`src/rtl/lcd_write_sequencer_if.sv`:
```
// Command handshake between the host fabric and the LCD write sequencer.
//   cmd_valid  host -> seq  host has a byte to write
//   cmd_rs     host -> seq  0 = instruction, 1 = data
//   cmd_data   host -> seq  byte to write
//   cmd_ready  seq -> host  sequencer accepts a byte this cycle
// A transfer happens on a clock edge where cmd_valid && cmd_ready.
interface lcd_write_sequencer_if;
  logic       cmd_valid;
  logic       cmd_rs;
  logic [7:0] cmd_data;
  logic       cmd_ready;

  modport master (
    output cmd_valid,
    output cmd_rs,
    output cmd_data,
    input  cmd_ready
  );

  modport slave (
    input  cmd_valid,
    input  cmd_rs,
    input  cmd_data,
    output cmd_ready
  );
endinterface

```
`src/rtl/lcd_write_sequencer.sv`:
```
// HD44780-compatible character LCD write sequencer.
// Runs the power-up initialisation autonomously, then writes single
// command/data bytes taken from the host handshake. The LCD is write-only:
// pacing is done purely with cycle timers, the busy flag is never read.
//
// Ports:
//   clk        system clock
//   reset      synchronous, active-high reset
//   cmd        command handshake (slave side): valid/rs/data in, ready out
//   init_done  power-up init complete (sticky until reset)
//   lcd_en     LCD enable strobe (registered)
//   lcd_rs     LCD register select
//   lcd_rw     LCD read/write, tied to write (0)
//   lcd_data   LCD data bus
//
// Every timing parameter is a cycle count and must be >= 1.
//
// state     | meaning
// ----------+-------------------------------------------------------------
// PWR_WAIT  | waiting T_POWERUP after reset before the first init command
// SETUP     | rs/data driven, EN low (address/data setup)
// EN_HIGH   | EN strobe high
// HOLD      | EN low again, rs/data still held
// EXEC_WAIT | LCD executing; wait depends on init entry or command type
// IDLE      | init complete, cmd_ready high, waiting for a host byte
module lcd_write_sequencer #(
  parameter int unsigned T_POWERUP   = 750000,
  parameter int unsigned T_EN_SETUP  = 4,
  parameter int unsigned T_EN_HIGH   = 25,
  parameter int unsigned T_EN_HOLD   = 4,
  parameter int unsigned T_EXEC      = 2000,
  parameter int unsigned T_EXEC_LONG = 82000,
  parameter int unsigned T_INIT_GAP  = 205000
) (
  input  logic                  clk,
  input  logic                  reset,
  lcd_write_sequencer_if.slave  cmd,
  output logic                  init_done,
  output logic                  lcd_en,
  output logic                  lcd_rs,
  output logic                  lcd_rw,
  output logic [7:0]            lcd_data
);

  function automatic int unsigned max2(input int unsigned a, input int unsigned b);
    return (a > b) ? a : b;
  endfunction

  localparam int unsigned T_MAX = max2(max2(max2(T_POWERUP, T_EN_SETUP),
                                            max2(T_EN_HIGH, T_EN_HOLD)),
                                       max2(max2(T_EXEC, T_EXEC_LONG), T_INIT_GAP));
  localparam int unsigned TW = $clog2(T_MAX + 1);

  // The timer is a down-counter loaded with (phase length - 1); the phase
  // ends in the cycle where it reads zero.
  localparam logic [TW-1:0] LD_POWERUP = TW'(T_POWERUP - 1);
  localparam logic [TW-1:0] LD_SETUP   = TW'(T_EN_SETUP - 1);
  localparam logic [TW-1:0] LD_HIGH    = TW'(T_EN_HIGH - 1);
  localparam logic [TW-1:0] LD_HOLD    = TW'(T_EN_HOLD - 1);
  localparam logic [TW-1:0] LD_EXEC    = TW'(T_EXEC - 1);
  localparam logic [TW-1:0] LD_LONG    = TW'(T_EXEC_LONG - 1);
  localparam logic [TW-1:0] LD_GAP     = TW'(T_INIT_GAP - 1);

  localparam logic [2:0] INIT_LAST = 3'd6;

  typedef enum logic [2:0] {
    PWR_WAIT  = 3'd0,
    SETUP     = 3'd1,
    EN_HIGH   = 3'd2,
    HOLD      = 3'd3,
    EXEC_WAIT = 3'd4,
    IDLE      = 3'd5
  } state_t;

  // Init ROM: function set x4 (8-bit, 2 lines), display on, clear, entry mode.
  function automatic logic [7:0] rom_byte(input logic [2:0] idx);
    case (idx)
      3'd0, 3'd1, 3'd2, 3'd3: return 8'h38;
      3'd4:                   return 8'h0C;
      3'd5:                   return 8'h01;
      3'd6:                   return 8'h06;
      default:                return 8'h00;
    endcase
  endfunction

  function automatic logic [TW-1:0] rom_wait(input logic [2:0] idx);
    case (idx)
      3'd0:       return LD_GAP;
      3'd1, 3'd5: return LD_LONG;
      default:    return LD_EXEC;
    endcase
  endfunction

  state_t        state_q, state_d;
  logic [TW-1:0] timer_q, timer_d;
  logic [2:0]    init_idx_q, init_idx_d;
  logic          init_done_q, init_done_d;
  logic          en_q, en_d;
  logic          rs_q, rs_d;
  logic [7:0]    data_q, data_d;
  logic          timer_done;
  logic          is_long;

  assign timer_done = (timer_q == '0);

  // Clear display (0x01) and return home (0x02/0x03) need the long wait.
  assign is_long = !rs_q && (data_q == 8'h01 || data_q == 8'h02 || data_q == 8'h03);

  // State and datapath registers
  always_ff @(posedge clk) begin
    if (reset) begin
      state_q     <= PWR_WAIT;
      timer_q     <= LD_POWERUP;
      init_idx_q  <= 3'd0;
      init_done_q <= 1'b0;
      en_q        <= 1'b0;
      rs_q        <= 1'b0;
      data_q      <= 8'h00;
    end else begin
      state_q     <= state_d;
      timer_q     <= timer_d;
      init_idx_q  <= init_idx_d;
      init_done_q <= init_done_d;
      en_q        <= en_d;
      rs_q        <= rs_d;
      data_q      <= data_d;
    end
  end

  // Next-state logic
  always_comb begin
    state_d = state_q;
    case (state_q)
      PWR_WAIT:  if (timer_done) state_d = SETUP;
      SETUP:     if (timer_done) state_d = EN_HIGH;
      EN_HIGH:   if (timer_done) state_d = HOLD;
      HOLD:      if (timer_done) state_d = EXEC_WAIT;
      EXEC_WAIT: begin
        if (timer_done) begin
          if (init_done_q || init_idx_q == INIT_LAST) state_d = IDLE;
          else                                        state_d = SETUP;
        end
      end
      IDLE:      if (cmd.cmd_valid) state_d = SETUP;
      default:   state_d = PWR_WAIT;
    endcase
  end

  // Output / datapath next values. Outputs are computed from the next state
  // so that lcd_en and the bus come straight out of flops.
  always_comb begin
    timer_d     = (timer_q != '0) ? (timer_q - TW'(1)) : timer_q;
    init_idx_d  = init_idx_q;
    init_done_d = init_done_q;
    rs_d        = rs_q;
    data_d      = data_q;
    en_d        = (state_d == EN_HIGH);

    if (state_d != state_q) begin
      case (state_d)
        SETUP:     timer_d = LD_SETUP;
        EN_HIGH:   timer_d = LD_HIGH;
        HOLD:      timer_d = LD_HOLD;
        EXEC_WAIT: timer_d = init_done_q ? (is_long ? LD_LONG : LD_EXEC)
                                         : rom_wait(init_idx_q);
        IDLE:      timer_d = '0;
        default:   timer_d = timer_q;
      endcase
    end

    // A new byte is latched onto the bus on every entry into SETUP.
    if (state_d == SETUP && state_q != SETUP) begin
      case (state_q)
        IDLE: begin
          rs_d   = cmd.cmd_rs;
          data_d = cmd.cmd_data;
        end
        EXEC_WAIT: begin
          init_idx_d = init_idx_q + 3'd1;
          rs_d       = 1'b0;
          data_d     = rom_byte(init_idx_q + 3'd1);
        end
        default: begin
          rs_d   = 1'b0;
          data_d = rom_byte(init_idx_q);
        end
      endcase
    end

    if (state_q == EXEC_WAIT && state_d == IDLE) init_done_d = 1'b1;
  end

  assign cmd.cmd_ready = (state_q == IDLE);
  assign init_done     = init_done_q;
  assign lcd_en        = en_q;
  assign lcd_rs        = rs_q;
  assign lcd_data      = data_q;
  assign lcd_rw        = 1'b0;

endmodule
```
`src/flat_wrapper.sv`:
```
// flat-port wrapper written by rule: the top's interface ports become plain ports
module lcd_write_sequencer_flat 
#(
  parameter int unsigned T_POWERUP   = 750000,
  parameter int unsigned T_EN_SETUP  = 4,
  parameter int unsigned T_EN_HIGH   = 25,
  parameter int unsigned T_EN_HOLD   = 4,
  parameter int unsigned T_EXEC      = 2000,
  parameter int unsigned T_EXEC_LONG = 82000,
  parameter int unsigned T_INIT_GAP  = 205000
)
  (clk, reset, init_done, lcd_en, lcd_rs, lcd_rw, lcd_data, cmd_cmd_valid, cmd_cmd_rs, cmd_cmd_data, cmd_cmd_ready);
  lcd_write_sequencer_if cmd_i ();
  input  logic clk;
  input  logic reset;
  output logic init_done;
  output logic lcd_en;
  output logic lcd_rs;
  output logic lcd_rw;
  output logic [7:0] lcd_data;
  input wire logic [$bits(cmd_i.cmd_valid)-1:0] cmd_cmd_valid;
  input wire logic [$bits(cmd_i.cmd_rs)-1:0] cmd_cmd_rs;
  input wire logic [$bits(cmd_i.cmd_data)-1:0] cmd_cmd_data;
  output wire logic [$bits(cmd_i.cmd_ready)-1:0] cmd_cmd_ready;
  assign cmd_i.cmd_valid = cmd_cmd_valid;
  assign cmd_i.cmd_rs = cmd_cmd_rs;
  assign cmd_i.cmd_data = cmd_cmd_data;
  assign cmd_cmd_ready = cmd_i.cmd_ready;
  lcd_write_sequencer #(.T_POWERUP(T_POWERUP), .T_EN_SETUP(T_EN_SETUP), .T_EN_HIGH(T_EN_HIGH), .T_EN_HOLD(T_EN_HOLD), .T_EXEC(T_EXEC), .T_EXEC_LONG(T_EXEC_LONG), .T_INIT_GAP(T_INIT_GAP)) u_core (.clk(clk), .reset(reset), .cmd(cmd_i), .init_done(init_done), .lcd_en(lcd_en), .lcd_rs(lcd_rs), .lcd_rw(lcd_rw), .lcd_data(lcd_data));
endmodule
```
`config.mk`:
```
export PLATFORM = sky130hd
export DESIGN_NAME = lcd_write_sequencer_flat
export DESIGN_NICKNAME = d
export VERILOG_FILES = /design/src/rtl/lcd_write_sequencer_if.sv /design/src/rtl/lcd_write_sequencer.sv /design/src/flat_wrapper.sv
export SDC_FILE = /design/constraint.sdc
export NUM_CORES = 1
export LEC_CHECK = 0
export CAP_MARGIN = 20
export CELL_PAD_IN_SITES_DETAIL_PLACEMENT = 1
export CELL_PAD_IN_SITES_GLOBAL_PLACEMENT = 1
export CORE_MARGIN = 2
export CORE_UTILIZATION = 46
export DETAILED_ROUTE_END_ITERATION = 10
export PLACE_DENSITY_LB_ADDON = 0.1
export SLEW_MARGIN = 20
export SYNTH_ARGS = -nofsm -noshare
export SYNTH_HDL_FRONTEND = slang
export SYNTH_SLANG_ARGS = --single-unit
```
`constraint.sdc`:
```
create_clock -name clk -period 4.9 [get_ports clk]
set_input_delay 1.225 -clock clk [delete_from_list [all_inputs] [get_ports clk]]
set_output_delay 1.225 -clock clk [all_outputs]
set_load 0.03 [all_outputs]
```
==> qor.yml <==
finalSetupTns_ns: 0
power.internal_mw: 0.481
p_sw_share_pct: 22.3
routed_wl_um: 7060
yosys.area_share.simple_pct: 30.4
clk_pin_slew_ns: 0.08
drt_iter0_drc: 143
layout_commonest_cell: "dfxtp_1"
setup_violations: 0
slew_violations: 0
rows: 26
die-area_um2: 5880
syn-num-nets: 314
cts_resized: 0
period_share_pct: 72.3
ys_ff_latch: 37
vias_per_cell: 6.05
syn-cell-area_um2: 2430
cp_max_fo: 21
port_buffers: 23
grt_pass1_wl_um: 12000
p_leak_nw: 0.911
tritoncts: "done"
core_um2: 5110
p_switching_mw: 0.138
holdPathStages: 2
synth_top_area_share_pct: 30.5
clockPowerShare_pct: 46.5
die_h_um: 76.7
antenna_found_initial: 0
yosys.area_share.adder_pct: 4.12
overflow: 0
hpwl_um: 5240
worst_pin_slew_ns: 0.773
ir_worst_vdd_mv: 0.0945
synth_xor_area_share_pct: 2.88
synth_seq_area_share_pct: 30.5
combPwrFrac_pct: 4.1
synth.area.top_cells: "dfxtp_1 (30%), nor2_1 (5.1%), a21oi_1 (4.7%)"
worstPathArrival_ns: 2.32
fin_ws_ns: 1.36
yosysTopAreaCell: "dfxtp_1"
wl_met3_um: 345
finalHoldViolCount: 0
gp_congestion: 0.894
hold_path_class: "reg2reg"
status: "finished, final reports clean"
cp.required_ns: 3.67
endpoint_kind: "output port"
synthFlopType: "dfxtp_1"
slew_headroom_pct: 48.4
p_seq_share_pct: 49.4
async_flop_share_pct: 0
grt_max_degree: 31
skew_ns: 0.00784
diodes: 0
final_cell_mix: "dfxtp_1 (37), nor2_1 (33), a21oi_1 (23), clkdlybuf4s50_1 (23), o21ai_0 (16)"
route.top_layer_used: "met4"
drive_above_1_share_pct: 10.6
ctsHtreeMaxLevel: 2
postPlaceCellArea_um2: 2670
fin_crit_ns: 3.54
utilization_pct: 54.7
cellPowerDensity_nw_per_um2: 222
post-route-cell-area_um2: 2790
fmax_mhz: 282
grt_pass1_vias: 2312
critPathKind: "reg2out"
cts_sinks: 37
vias: 2299
ys_warn_count: 0
ff2ff_path_depth: 8
muxShareOfSynthArea_pct: 1.24
syn_to_final_growth_pct: 14.9
max_cap_violations: 0
fin_nets: 329
drtPass1Iterations: 4
synth_edf_count: 0
initial_core_util_pct: 47.6
worstSkewPairLatency_ns: 0.30
root_buffer: "clkbuf_8"
synth_compound_area_share_pct: 25.7
cts.path.max_buffers: 2
drtAntennaViolNets: 0
post_cts_buffers: 0
wl_met1_um: 3380
start_kind: "flop"
pre_cts_ws_ns: 1.62
drc: 0
grt_setup_unrepaired: "false"
wl_per_cell_um: 18.6
cts_hold_buffers: 0
grt.total_usage_pct: 25.8
synth_cells: 294
nFillCells: 625
synth_top_family_by_area: "simple AND/OR/NAND/NOR gates"
die_x_um: 76.7
total_power_mw: 0.619
ios: 25
numCtsBuffers: 5
synth_cell_types: 69
wl_met2_um: 3210
avgSynthCellArea_um2: 8.27
## routing by layer
metal / vias to the layer above / GRT usage [%]
met3: 12 / 4.24
met4: 0 / 9.45
met2: 51 / 38.2
li1: 1112 / -
met5: - / 0
met1: 1124 / 37.5
## through the flow
step	std cells	hold slack, ns
finish	380	0.499
CTS	380	0.503
floorplan	294	0.466
global route	380	0.536
detailed placement	372	0.493
global placement	372	0.474
## flip-flops by register name, indices dropped and copies added (netlist names)
register and cells:
u_core.init_done 1, u_core.init_idx_q 3, u_core.lcd_data 8, u_core.lcd_en 1
u_core.lcd_rs 1, u_core.state_q 3, u_core.timer_q 20
## critical path, stage by stage (launching register included)
cell             delay, ns
dfxtp_1               0.83
and3b_1               0.46
clkdlybuf4s50_1       0.73
## cell families after synthesis
kind of cell / after synthesis
AOI/OAI and AO/OA: 87
xor gates and xnor gates: 8
adders and majority gates: 8
buffers and inverters: 27
DFF: 37
muxes: 3
other: 1
and+or+nand+nor: 123
## cells in the mapped netlist (all sizes together), types with 8 or more instances
| master | instances |
|---|---|
| nor2b | 8 |
| nor2 | 33 |
| dfxtp | 37 |
| a31oi | 9 |
| a21oi | 24 |
| nor4 | 8 |
| buf | 8 |
| nor3 | 13 |
| clkbuf | 8 |
| inv | 10 |
| ha | 8 |
| nand2 | 14 |
| nand3 | 14 |
| o21ai | 18 |
## power by group through the flow
stage	Sequential, mW	Combinational, mW	Clock [mW]
finish	0.306	0.0254	0.288
global placement	0.313	0.0251	0
global route	0.307	0.0273	0.307
CTS	0.306	0.0253	0.292
detailed placement	0.313	0.0252	0
floorplan	0.312	0.0124	0
## worst paths after layout
kind                                                   endpoint  slack [ns]                       startpoint
worst min-delay path            u_core.lcd_data[6]$_SDFFE_PP0P_        0.50  u_core.lcd_data[6]$_SDFFE_PP0P_
worst max-delay path                              cmd_cmd_ready        1.36     u_core.state_q[0]$_SDFF_PP0_
worst min register to register  u_core.lcd_data[6]$_SDFFE_PP0P_        0.50  u_core.lcd_data[6]$_SDFFE_PP0P_
worst max register to register  u_core.timer_q[13]$_SDFFE_PP1P_        2.50   u_core.timer_q[0]$_SDFFE_PP1P_
## cell type report
type	instances	area, µm²	area share, %
Timing Repair Buffer	24	238	8.51
Multi-Input combinational cell	230	1570	56.1
Clock buffer	6	82.6	2.96
Tap cell	70	87.6	3.13
Clock inverter	2	37.5	1.34
Inverter	11	41.3	1.48
Sequential cell	37	741	26.5
Note: power is estimated with default switching activity, not from simulation.
